[src/rtl/morse_playback_controller.sv]
// Morse playback: snapshots the 16-slot sequence store on start and keys each valid slot
// out on `tone`, oldest slot (15) first, with symbol and letter gaps.
module morse_playback_controller #(
  parameter int unsigned UNIT_CYCLES      = 4,
  parameter int unsigned DASH_UNITS       = 3,
  parameter int unsigned LETTER_GAP_UNITS = 3
) (
  input  logic         clk,
  input  logic         reset_n,
  input  logic         start,
  input  logic         abort,
  input  logic [159:0] store_seqs,
  output logic         tone,
  output logic         busy,
  output logic         done,
  output logic [3:0]   slot_idx
);

  localparam int unsigned MaxUnits = (DASH_UNITS > LETTER_GAP_UNITS) ? DASH_UNITS
                                                                     : LETTER_GAP_UNITS;
  localparam int unsigned CntMax   = MaxUnits * UNIT_CYCLES;
  localparam int unsigned CntW     = $clog2(CntMax + 1);

  localparam logic [CntW-1:0] DotCnt  = CntW'(UNIT_CYCLES);
  localparam logic [CntW-1:0] DashCnt = CntW'(DASH_UNITS * UNIT_CYCLES);
  localparam logic [CntW-1:0] GapCnt  = CntW'(UNIT_CYCLES);
  localparam logic [CntW-1:0] LgapCnt = CntW'(LETTER_GAP_UNITS * UNIT_CYCLES);
  localparam logic [CntW-1:0] CntOne  = CntW'(1);

  localparam logic [1:0] SymDot  = 2'b01;
  localparam logic [1:0] SymDash = 2'b10;

  typedef enum logic [2:0] {
    StIdle,
    StFetch,
    StDecode,
    StToneOn,
    StSymGap,
    StLetterGap,
    StDone
  } state_e;

  state_e          state_q;
  logic [159:0]    snap_q;
  logic [2:0]      sym_ptr_q;
  logic [CntW-1:0] cnt_q;

  logic [9:0] cur_slot;
  logic [1:0] cur_sym;
  logic [1:0] next_sym;
  logic       next_is_tone;

  always_comb begin
    cur_slot = 10'h3FF;
    for (int k = 0; k < 16; k++) begin
      if (slot_idx == 4'(k)) cur_slot = snap_q[10*k +: 10];
    end
  end

  // Symbols are packed MSB pair first; pointer values past 4 read as end-of-letter.
  always_comb begin
    cur_sym  = 2'b00;
    next_sym = 2'b00;
    case (sym_ptr_q)
      3'd0: begin cur_sym = cur_slot[9:8]; next_sym = cur_slot[7:6]; end
      3'd1: begin cur_sym = cur_slot[7:6]; next_sym = cur_slot[5:4]; end
      3'd2: begin cur_sym = cur_slot[5:4]; next_sym = cur_slot[3:2]; end
      3'd3: begin cur_sym = cur_slot[3:2]; next_sym = cur_slot[1:0]; end
      3'd4: begin cur_sym = cur_slot[1:0]; next_sym = 2'b00;         end
      default: begin cur_sym = 2'b00;      next_sym = 2'b00;         end
    endcase
  end

  assign next_is_tone = (sym_ptr_q < 3'd4) && ((next_sym == SymDot) || (next_sym == SymDash));

  always_ff @(posedge clk or negedge reset_n) begin
    if (!reset_n) begin
      state_q   <= StIdle;
      snap_q    <= '1;
      sym_ptr_q <= 3'd0;
      cnt_q     <= '0;
      tone      <= 1'b0;
      busy      <= 1'b0;
      done      <= 1'b0;
      slot_idx  <= 4'hF;
    end else begin
      done <= 1'b0;
      if (abort && (state_q != StIdle)) begin
        state_q   <= StIdle;
        sym_ptr_q <= 3'd0;
        cnt_q     <= '0;
        tone      <= 1'b0;
        busy      <= 1'b0;
        slot_idx  <= 4'hF;
      end else begin
        case (state_q)
          StIdle: begin
            if (start && !abort) begin
              snap_q    <= store_seqs;
              slot_idx  <= 4'hF;
              sym_ptr_q <= 3'd0;
              busy      <= 1'b1;
              state_q   <= StFetch;
            end
          end
          StFetch: begin
            if (cur_slot[9:8] == 2'b11) begin
              if (slot_idx == 4'd0) begin
                done    <= 1'b1;
                state_q <= StDone;
              end else begin
                slot_idx <= slot_idx - 4'd1;
              end
            end else begin
              state_q <= StDecode;
            end
          end
          StDecode: begin
            if (cur_sym == SymDot) begin
              cnt_q   <= DotCnt;
              tone    <= 1'b1;
              state_q <= StToneOn;
            end else if (cur_sym == SymDash) begin
              cnt_q   <= DashCnt;
              tone    <= 1'b1;
              state_q <= StToneOn;
            end else begin
              cnt_q   <= LgapCnt;
              state_q <= StLetterGap;
            end
          end
          StToneOn: begin
            if (cnt_q == CntOne) begin
              tone <= 1'b0;
              if (next_is_tone) begin
                cnt_q   <= GapCnt;
                state_q <= StSymGap;
              end else begin
                cnt_q   <= LgapCnt;
                state_q <= StLetterGap;
              end
            end else begin
              cnt_q <= cnt_q - CntOne;
            end
          end
          StSymGap: begin
            if (cnt_q == CntOne) begin
              sym_ptr_q <= sym_ptr_q + 3'd1;
              state_q   <= StDecode;
            end else begin
              cnt_q <= cnt_q - CntOne;
            end
          end
          StLetterGap: begin
            if (cnt_q == CntOne) begin
              if (slot_idx == 4'd0) begin
                done    <= 1'b1;
                state_q <= StDone;
              end else begin
                slot_idx  <= slot_idx - 4'd1;
                sym_ptr_q <= 3'd0;
                state_q   <= StFetch;
              end
            end else begin
              cnt_q <= cnt_q - CntOne;
            end
          end
          StDone: begin
            busy    <= 1'b0;
            state_q <= StIdle;
          end
          default: state_q <= StIdle;
        endcase
      end
    end
  end

endmodule

[config.mk]
export PLATFORM = sky130hd
export DESIGN_NAME = morse_playback_controller
export DESIGN_NICKNAME = d
export VERILOG_FILES = /design/src/rtl/morse_playback_controller.sv
export SDC_FILE = /design/constraint.sdc
export NUM_CORES = 1
export LEC_CHECK = 0
export CORE_UTILIZATION = 54
export DETAILED_ROUTE_END_ITERATION = 12
export GPL_TIMING_DRIVEN = 1
export PLACE_DENSITY_LB_ADDON = 0.1
export SYNTH_ARGS = -nofsm -noshare
export SYNTH_HDL_FRONTEND = slang
export SYNTH_SLANG_ARGS = --single-unit
[constraint.sdc]
create_clock -name clk -period 4.85 [get_ports clk]
set_input_delay 1.2125 -clock clk [delete_from_list [all_inputs] [get_ports clk]]
set_output_delay 1.2125 -clock clk [all_outputs]
set_load 0.005 [all_outputs]
==> flow_metrics.env, run 1 <==
export IMPL_drc=0
export IMPL_synth_top_family_by_area="multiplexers"
export IMPL_finalPower_w=0.00700
export IMPL_initial_core_util=0.557
export IMPL_die_w_um=136
export IMPL_power_internal_w=0.00461
export IMPL_dieArea_um2=18600
export IMPL_grt_usage=0.315
export IMPL_tritoncts="built"
export IMPL_drive_gt1_frac=0.392
export IMPL_pin_count=171
export IMPL_wl_per_cell_um=22.6
export IMPL_netlist_area_um2=9730
export IMPL_first_global_vias=8004
export IMPL_p_seq_frac=0.483
export IMPL_ys_warn_count=0
export IMPL_pwr_share_clk=0.199
export IMPL_postCtsSetupBuffers=0
export IMPL_ys_flop_type="dfstp_2"
export IMPL_num_rows=48
export IMPL_netlist_area_leader_share=0.443
export IMPL_dp_slack_ns=0.753
export IMPL_overflow=0
export IMPL_crit_slowest_cell="ha_1"
export IMPL_area_delta_synth_final_pct=23.9
export IMPL_hold_buffers=0
export IMPL_crit_type="reg2reg"
export IMPL_synth_nets=1034
export IMPL_grt_max_degree=92
export IMPL_clock_tree_root_cell="clkbuf_16"
export IMPL_synth_most_common_cell="dfstp_2"
export IMPL_viasPerCell=6.14
export IMPL_hold_viol=0
export IMPL_slew_violations=0
export IMPL_p_leak_nw=4.57
export IMPL_critical_path_max_stage_delay_ns=0.64
export IMPL_syn_inst=857
export IMPL_dpl_hpwl_um=20800
export IMPL_synth_compound_area_frac=0.167
export IMPL_max_vdd_ir_drop_v=0.000376
export IMPL_wl_um=27900
export IMPL_cts_max_path_buffers=2
export IMPL_rsz0062_at_grt="false"
export IMPL_insertion_delay_ns=0.44
export IMPL_hold_depth=1
export IMPL_tns_ns=0
export IMPL_path_max_fanout=21
export IMPL_worstPathArrival_ns=4.52
export IMPL_synth_xor_area_frac=0.00270
export IMPL_setup_violations=0
export IMPL_ctsResizeCount=0
export IMPL_timing_fmax_mhz=240
export IMPL_synthAdderAreaFrac=0.0167
export IMPL_maxSlewHeadroom=0.369
export IMPL_hold_path_class="reg2reg"
export IMPL_ys_seq_elements=177
export IMPL_powerDensity_nw_per_um2=580
export IMPL_cp_end_kind="flip-flop"
export IMPL_ant_nets=0
export IMPL_cp_cell_sequence="ha_1 -> buf_4 -> nor2b_1 -> a221oi_1 -> o221ai_1 -> nand3_1 -> o21ai_1 -> a211oi_1 -> o21ai_0 -> and2_1 -> or3_1 -> ha_1 -> a21oi_1 -> a21oi_1 -> o32a_1 -> a31oi_1"
export IMPL_ff2ff_path_depth=16
export IMPL_synthArstFlopShare=1.00
export IMPL_portBuffers=170
export IMPL_clk_pin_slew_ns=0.08
export IMPL_dp_cells=1205
export IMPL_cap_viol_max_count=0
export IMPL_routed_via_count=7596
export IMPL_grt_pass1_wl_um=43400
export IMPL_crit_required_ns=5.21
export IMPL_die_h_um=136
export IMPL_busiest_layer="met2"
export IMPL_pwr_share_comb=0.317
export IMPL_met1_usage=0.380
export IMPL_setup_ws_ns=0.689
export IMPL_place_gp_congestion=0.987
export IMPL_grt_util_met3=0.0694
export IMPL_grt_use_met2=0.545
export IMPL_synth_commonest_cells="164 x dfstp_2, 162 x mux2_2, 52 x nand2_1, 43 x nor2_1, 41 x a21oi_1"
export IMPL_synth_avg_cell_area_um2=11.4
export IMPL_finalCritPeriodShare=0.858
export IMPL_yosys_area_share_simple=0.101
export IMPL_core_um2=17500
export IMPL_n_antenna_cell=0
export IMPL_synth_edf_count=0
export IMPL_nets=1176
export IMPL_holdWs_ns=0.588
export IMPL_dr_pass1_iters=5
export IMPL_antenna_found_initial=0
export IMPL_crit_path_start_kind="flip-flop"
export IMPL_layoutNonFillerInstCount=1237
export IMPL_dr_first_iter_drc_count=593
export IMPL_period_minus_slack_ns=4.16
export IMPL_synthTopCellsByArea="dfstp_2 44%, mux2_2 19%, dfrtp_1 3.3%"
export IMPL_cts_sinks=177
export IMPL_finClkSkew_ns=0.0127
export IMPL_p_sw_frac=0.341
export IMPL_synth_cell_types=84
export IMPL_yosysSeqAreaShare=0.476
export IMPL_worst_slew_pin_slew_ns=0.946
export IMPL_htreeDepth=4
export IMPL_switching_power_w=0.00239
export IMPL_outcome="complete, no violations"
export IMPL_cts_buffers_inserted=17
export IMPL_yosysTopAreaCell="dfstp_2"
export IMPL_synth_mux_area_frac=0.189
==> layout make-up <==
class	count	area, um2
flip-flops and latches	177	4630
well taps	225	282
multi-input cells	601	4660
clock inverters	14	185
repair buffers	180	1790
clock buffers	18	429
inverters	22	82.6
fillers	1332	5410
==> registers in the layout, summed over array words and instances, names as in the netlist <==
signal	cells
slot_idx	4
done	1
cnt_q	4
tone	1
busy	1
snap_q	160
sym_ptr_q	3
state_q	3
==> power groups by stage <==
stage	sequential (W)	clock, W	combinational (W)
final	0.00338	0.00139	0.00222
after global routing	0.00344	0.00148	0.00242
after CTS	0.00336	0.00142	0.00222
after detailed placement	0.00338	0	0.00221
after global placement	0.00337	0	0.00216
after floorplan	0.00298	0	0.00176
==> cells in the final DEF (no fill, tap or decap), types with 4 or more instances in the layout <==
| master | Yosys | layout |
|---|---|---|
| nor3b_1 | 6 | 6 |
| a22o_1 | 6 | 6 |
| o211ai_1 | 7 | 7 |
| clkinv_8 | 0 | 6 |
| nand2b_1 | 11 | 11 |
| a221oi_1 | 8 | 8 |
| and2_1 | 5 | 5 |
| o21ai_0 | 39 | 39 |
| o22ai_1 | 15 | 15 |
| inv_2 | 6 | 6 |
| nor2b_1 | 17 | 17 |
| ha_1 | 13 | 13 |
| a22oi_1 | 7 | 7 |
| nor4_1 | 5 | 5 |
| clkbuf_16 | 0 | 17 |
| a21oi_1 | 41 | 41 |
| dfrtp_1 | 13 | 13 |
| nand3_1 | 16 | 15 |
| inv_6 | 0 | 4 |
| nor3_1 | 17 | 17 |
| a211oi_1 | 5 | 5 |
| a32oi_1 | 5 | 5 |
| a311oi_1 | 4 | 4 |
| nand2_1 | 52 | 52 |
| clkdlybuf4s50_1 | 0 | 169 |
| a221o_1 | 5 | 5 |
| a31oi_1 | 7 | 7 |
| mux2_2 | 162 | 162 |
| o221ai_1 | 9 | 9 |
| o21ai_1 | 9 | 9 |
| inv_1 | 16 | 16 |
| dfstp_2 | 164 | 164 |
| nor2_1 | 43 | 43 |
| o21a_1 | 8 | 8 |
| o32a_1 | 4 | 4 |
| buf_4 | 6 | 9 |
==> final timing paths <==
check / from / end / slack, ns
min in group asynchronous: reset_n / cnt_q[0]$_DFFE_PN0P_ / 0.79
setup reg to reg: slot_idx[0]$_DFFE_PN1P_ / cnt_q[3]$_DFFE_PN0P_ / 0.69
setup / recovery: slot_idx[0]$_DFFE_PN1P_ / cnt_q[3]$_DFFE_PN0P_ / 0.69
hold reg to reg: slot_idx[1]$_DFFE_PN1P_ / slot_idx[1]$_DFFE_PN1P_ / 0.59
max in group asynchronous: reset_n / snap_q[32]$_DFFE_PN1P_ / 3.11
hold / removal: slot_idx[1]$_DFFE_PN1P_ / slot_idx[1]$_DFFE_PN1P_ / 0.59
==> per-layer routing <==
| layer | wire (um) | up-vias | part of all wire |
|---|---|---|---|
| li1 | - | 3481 | - |
| met4 | 786 | 0 | 0.028 |
| met2 | 14500 | 316 | 0.52 |
| met1 | 11100 | 3747 | 0.40 |
| met3 | 1570 | 52 | 0.056 |
| met5 | 0 | - | 0 |
==> worst max-delay path, delay by kind of cell (launching register included) <==
kind	cells	cell delay, ns
flops	1	0.59
compound gates	9	1.63
simple gates	4	0.71
fa+ha+maj	2	0.84
buf+inv	1	0.31
==> stage by stage <==
step | instance area (um2) | utilization
finish | 12100 | 0.690
floorplan | 9730 | -
global placement | 11400 | 0.655
detailed placement | 11400 | 0.655
global route | 12100 | 0.690
CTS | 12100 | 0.690
==> kinds of logic after synthesis <==
| group | count (synthesis) |
|---|---|
| compound gates | 227 |
| mux | 164 |
| xor+xnor | 3 |
| flops | 177 |
| simple gates | 194 |
| fa+ha+maj | 13 |
| buf+inv | 79 |
Note: power is estimated with default switching activity, not from simulation.
==> run 2: changes to the inputs <==
--- a/config.mk
+++ b/config.mk
@@ -5,10 +5,11 @@
 export SDC_FILE = /design/constraint.sdc
 export NUM_CORES = 1
 export LEC_CHECK = 0
+export CORE_ASPECT_RATIO = 1.25
 export CORE_UTILIZATION = 54
 export DETAILED_ROUTE_END_ITERATION = 12
 export GPL_TIMING_DRIVEN = 1
-export PLACE_DENSITY_LB_ADDON = 0.1
+export PLACE_DENSITY_LB_ADDON = 0.15
 export SYNTH_ARGS = -nofsm -noshare
 export SYNTH_HDL_FRONTEND = slang
 export SYNTH_SLANG_ARGS = --single-unit
==> constraint.sdc (replaced) <==
create_clock -name clk -period 4.41 [get_ports clk]
set_input_delay 1.1025 -clock clk [delete_from_list [all_inputs] [get_ports clk]]
set_output_delay 1.1025 -clock clk [all_outputs]
set_load 0.005 [all_outputs]
==> flow_metrics.env, run 2 (same netlist as run 1, synthesis figures left out) <==
export IMPL_area_delta_synth_final_pct=24.9
export IMPL_powerDensity_nw_per_um2=634
export IMPL_path_delay_family="compound AO/OA/AOI/OAI gates"
export IMPL_wl_per_cell_um=22.0
export IMPL_finClkSkew_ns=0.0103
export IMPL_hold_viol=0
export IMPL_postCtsSetupBuffers=0
export IMPL_timing_fmax_mhz=249
export IMPL_crit_buf_inv=1
export IMPL_tns_ns=0
export IMPL_crit_slowest_cell="dfstp_2"
export IMPL_max_vdd_ir_drop_v=0.000322
export IMPL_rsz0062_at_grt="false"
export IMPL_setup_violations=0
export IMPL_crit_required_ns=4.77
export IMPL_cap_viol_max_count=0
export IMPL_holdWs_ns=0.570
export IMPL_grt_pass1_wl_um=43600
export IMPL_cp_end_kind="flip-flop"
export IMPL_cts_max_path_buffers=2
export IMPL_drc=0
export IMPL_initial_core_util=0.554
export IMPL_period_minus_slack_ns=4.01
export IMPL_drive_gt1_frac=0.402
export IMPL_portBuffers=170
export IMPL_wl_um=27500
export IMPL_die_w_um=122
export IMPL_routed_via_count=7848
export IMPL_p_leak_nw=4.62
export IMPL_final_common_cell="clkdlybuf4s50_1"
export IMPL_largest_reg_flops=160
export IMPL_cts_buffers_inserted=17
export IMPL_maxSlewHeadroom=0.446
export IMPL_dpl_hpwl_um=20200
export IMPL_met1_usage=0.395
export IMPL_crit_type="reg2reg"
export IMPL_busiest_layer="met2"
export IMPL_largestRegisters="snap_q x160, cnt_q x4, slot_idx x4"
export IMPL_grt_usage=0.308
export IMPL_pin_count=171
export IMPL_dieArea_um2=18600
export IMPL_worstPathArrival_ns=4.36
export IMPL_grt_util_met3=0.0469
export IMPL_final_util=0.692
export IMPL_ant_nets=0
export IMPL_cts_sinks=177
export IMPL_antenna_found_initial=0
export IMPL_htreeDepth=4
export IMPL_viasPerCell=6.29
export IMPL_final_cell_mix="169 x clkdlybuf4s50_1, 164 x dfstp_2, 162 x mux2_2, 52 x nand2_1, 43 x nor2_1"
export IMPL_clock_tree_root_cell="clkbuf_16"
export IMPL_hold_path_class="reg2reg"
export IMPL_path_max_fanout=11
export IMPL_place_gp_congestion=0.915
export IMPL_fillerInstances=1330
export IMPL_grt_max_degree=91
export IMPL_setup_ws_ns=0.402
export IMPL_first_global_vias=7908
export IMPL_worst_slew_pin_slew_ns=0.830
export IMPL_dr_pass1_iters=5
export IMPL_top_register="snap_q"
export IMPL_nets=1187
export IMPL_die_h_um=152
export IMPL_core_um2=17600
export IMPL_critical_path_max_stage_delay_ns=0.59
export IMPL_num_rows=54
export IMPL_crit_path_start_kind="flip-flop"
export IMPL_n_antenna_cell=0
export IMPL_dp_slack_ns=0.333
export IMPL_overflow=0
export IMPL_grt_use_met2=0.512
export IMPL_outcome="complete, no violations"
export IMPL_slew_violations=0
export IMPL_hold_buffers=0
export IMPL_ctsResizeCount=0
export IMPL_insertion_delay_ns=0.44
export IMPL_clk_pin_slew_ns=0.07
export IMPL_dr_first_iter_drc_count=790
export IMPL_cp_cell_sequence="ha_1 -> buf_4 -> nand2b_1 -> nor2_1 -> o41ai_1 -> a31o_1 -> o21ai_2 -> nand2_1 -> a221oi_1 -> o32a_1 -> and2_1 -> ha_1 -> a21oi_1 -> a21oi_1 -> o32a_1 -> a31oi_1"
export IMPL_finalCritPeriodShare=0.909
export IMPL_tritoncts="built"
run 2: final timing paths:
| check | startpoint | endpoint | slack, ns | cells after the start |
|---|---|---|---|---|
| min reg2reg | busy$_DFFE_PN0P_ | busy$_DFFE_PN0P_ | 0.57 | 1 |
| max in group asynchronous | reset_n | snap_q[35]$_DFFE_PN1P_ | 2.77 | 2 |
| max reg2reg | slot_idx[0]$_DFFE_PN1P_ | cnt_q[3]$_DFFE_PN0P_ | 0.40 | 16 |
| max | slot_idx[0]$_DFFE_PN1P_ | cnt_q[3]$_DFFE_PN0P_ | 0.40 | 16 |
| min | busy$_DFFE_PN0P_ | busy$_DFFE_PN0P_ | 0.57 | 1 |
| min in group asynchronous | reset_n | cnt_q[0]$_DFFE_PN0P_ | 0.69 | 1 |
run 2: where the power goes:
group | switching, W | internal (W)
combinational | 0.00114 | 0.00134
clock | 0.000713 | 0.000808
sequential | 0.000731 | 0.00298
run 2: final cells by class:
cell class	count	area, um2	area share
multi-input cells	601	4670	0.384
flip-flops and latches	177	4630	0.381
repair buffers	191	1900	0.156
clock buffers	18	429	0.0353
well taps	224	280	0.0231
clock inverters	14	165	0.0136
inverters	22	82.6	0.00679
run 2: per-stage QoR:
stage,area (um2),total power [W],std cells
after floorplan,9730,0.00521,857
after global placement,11600,0.00610,1215
after detailed placement,11600,0.00616,1215
after CTS,12200,0.00771,1247
after global routing,12200,0.00810,1247
final,12200,0.00771,1247
run 2: metal layers:
metal / up-vias / wire [um]
li1: 3504 / -
met1: 3873 / 11000
met2: 392 / 13900
met3: 79 / 1520
met4: 0 / 1070
met5: - / 0
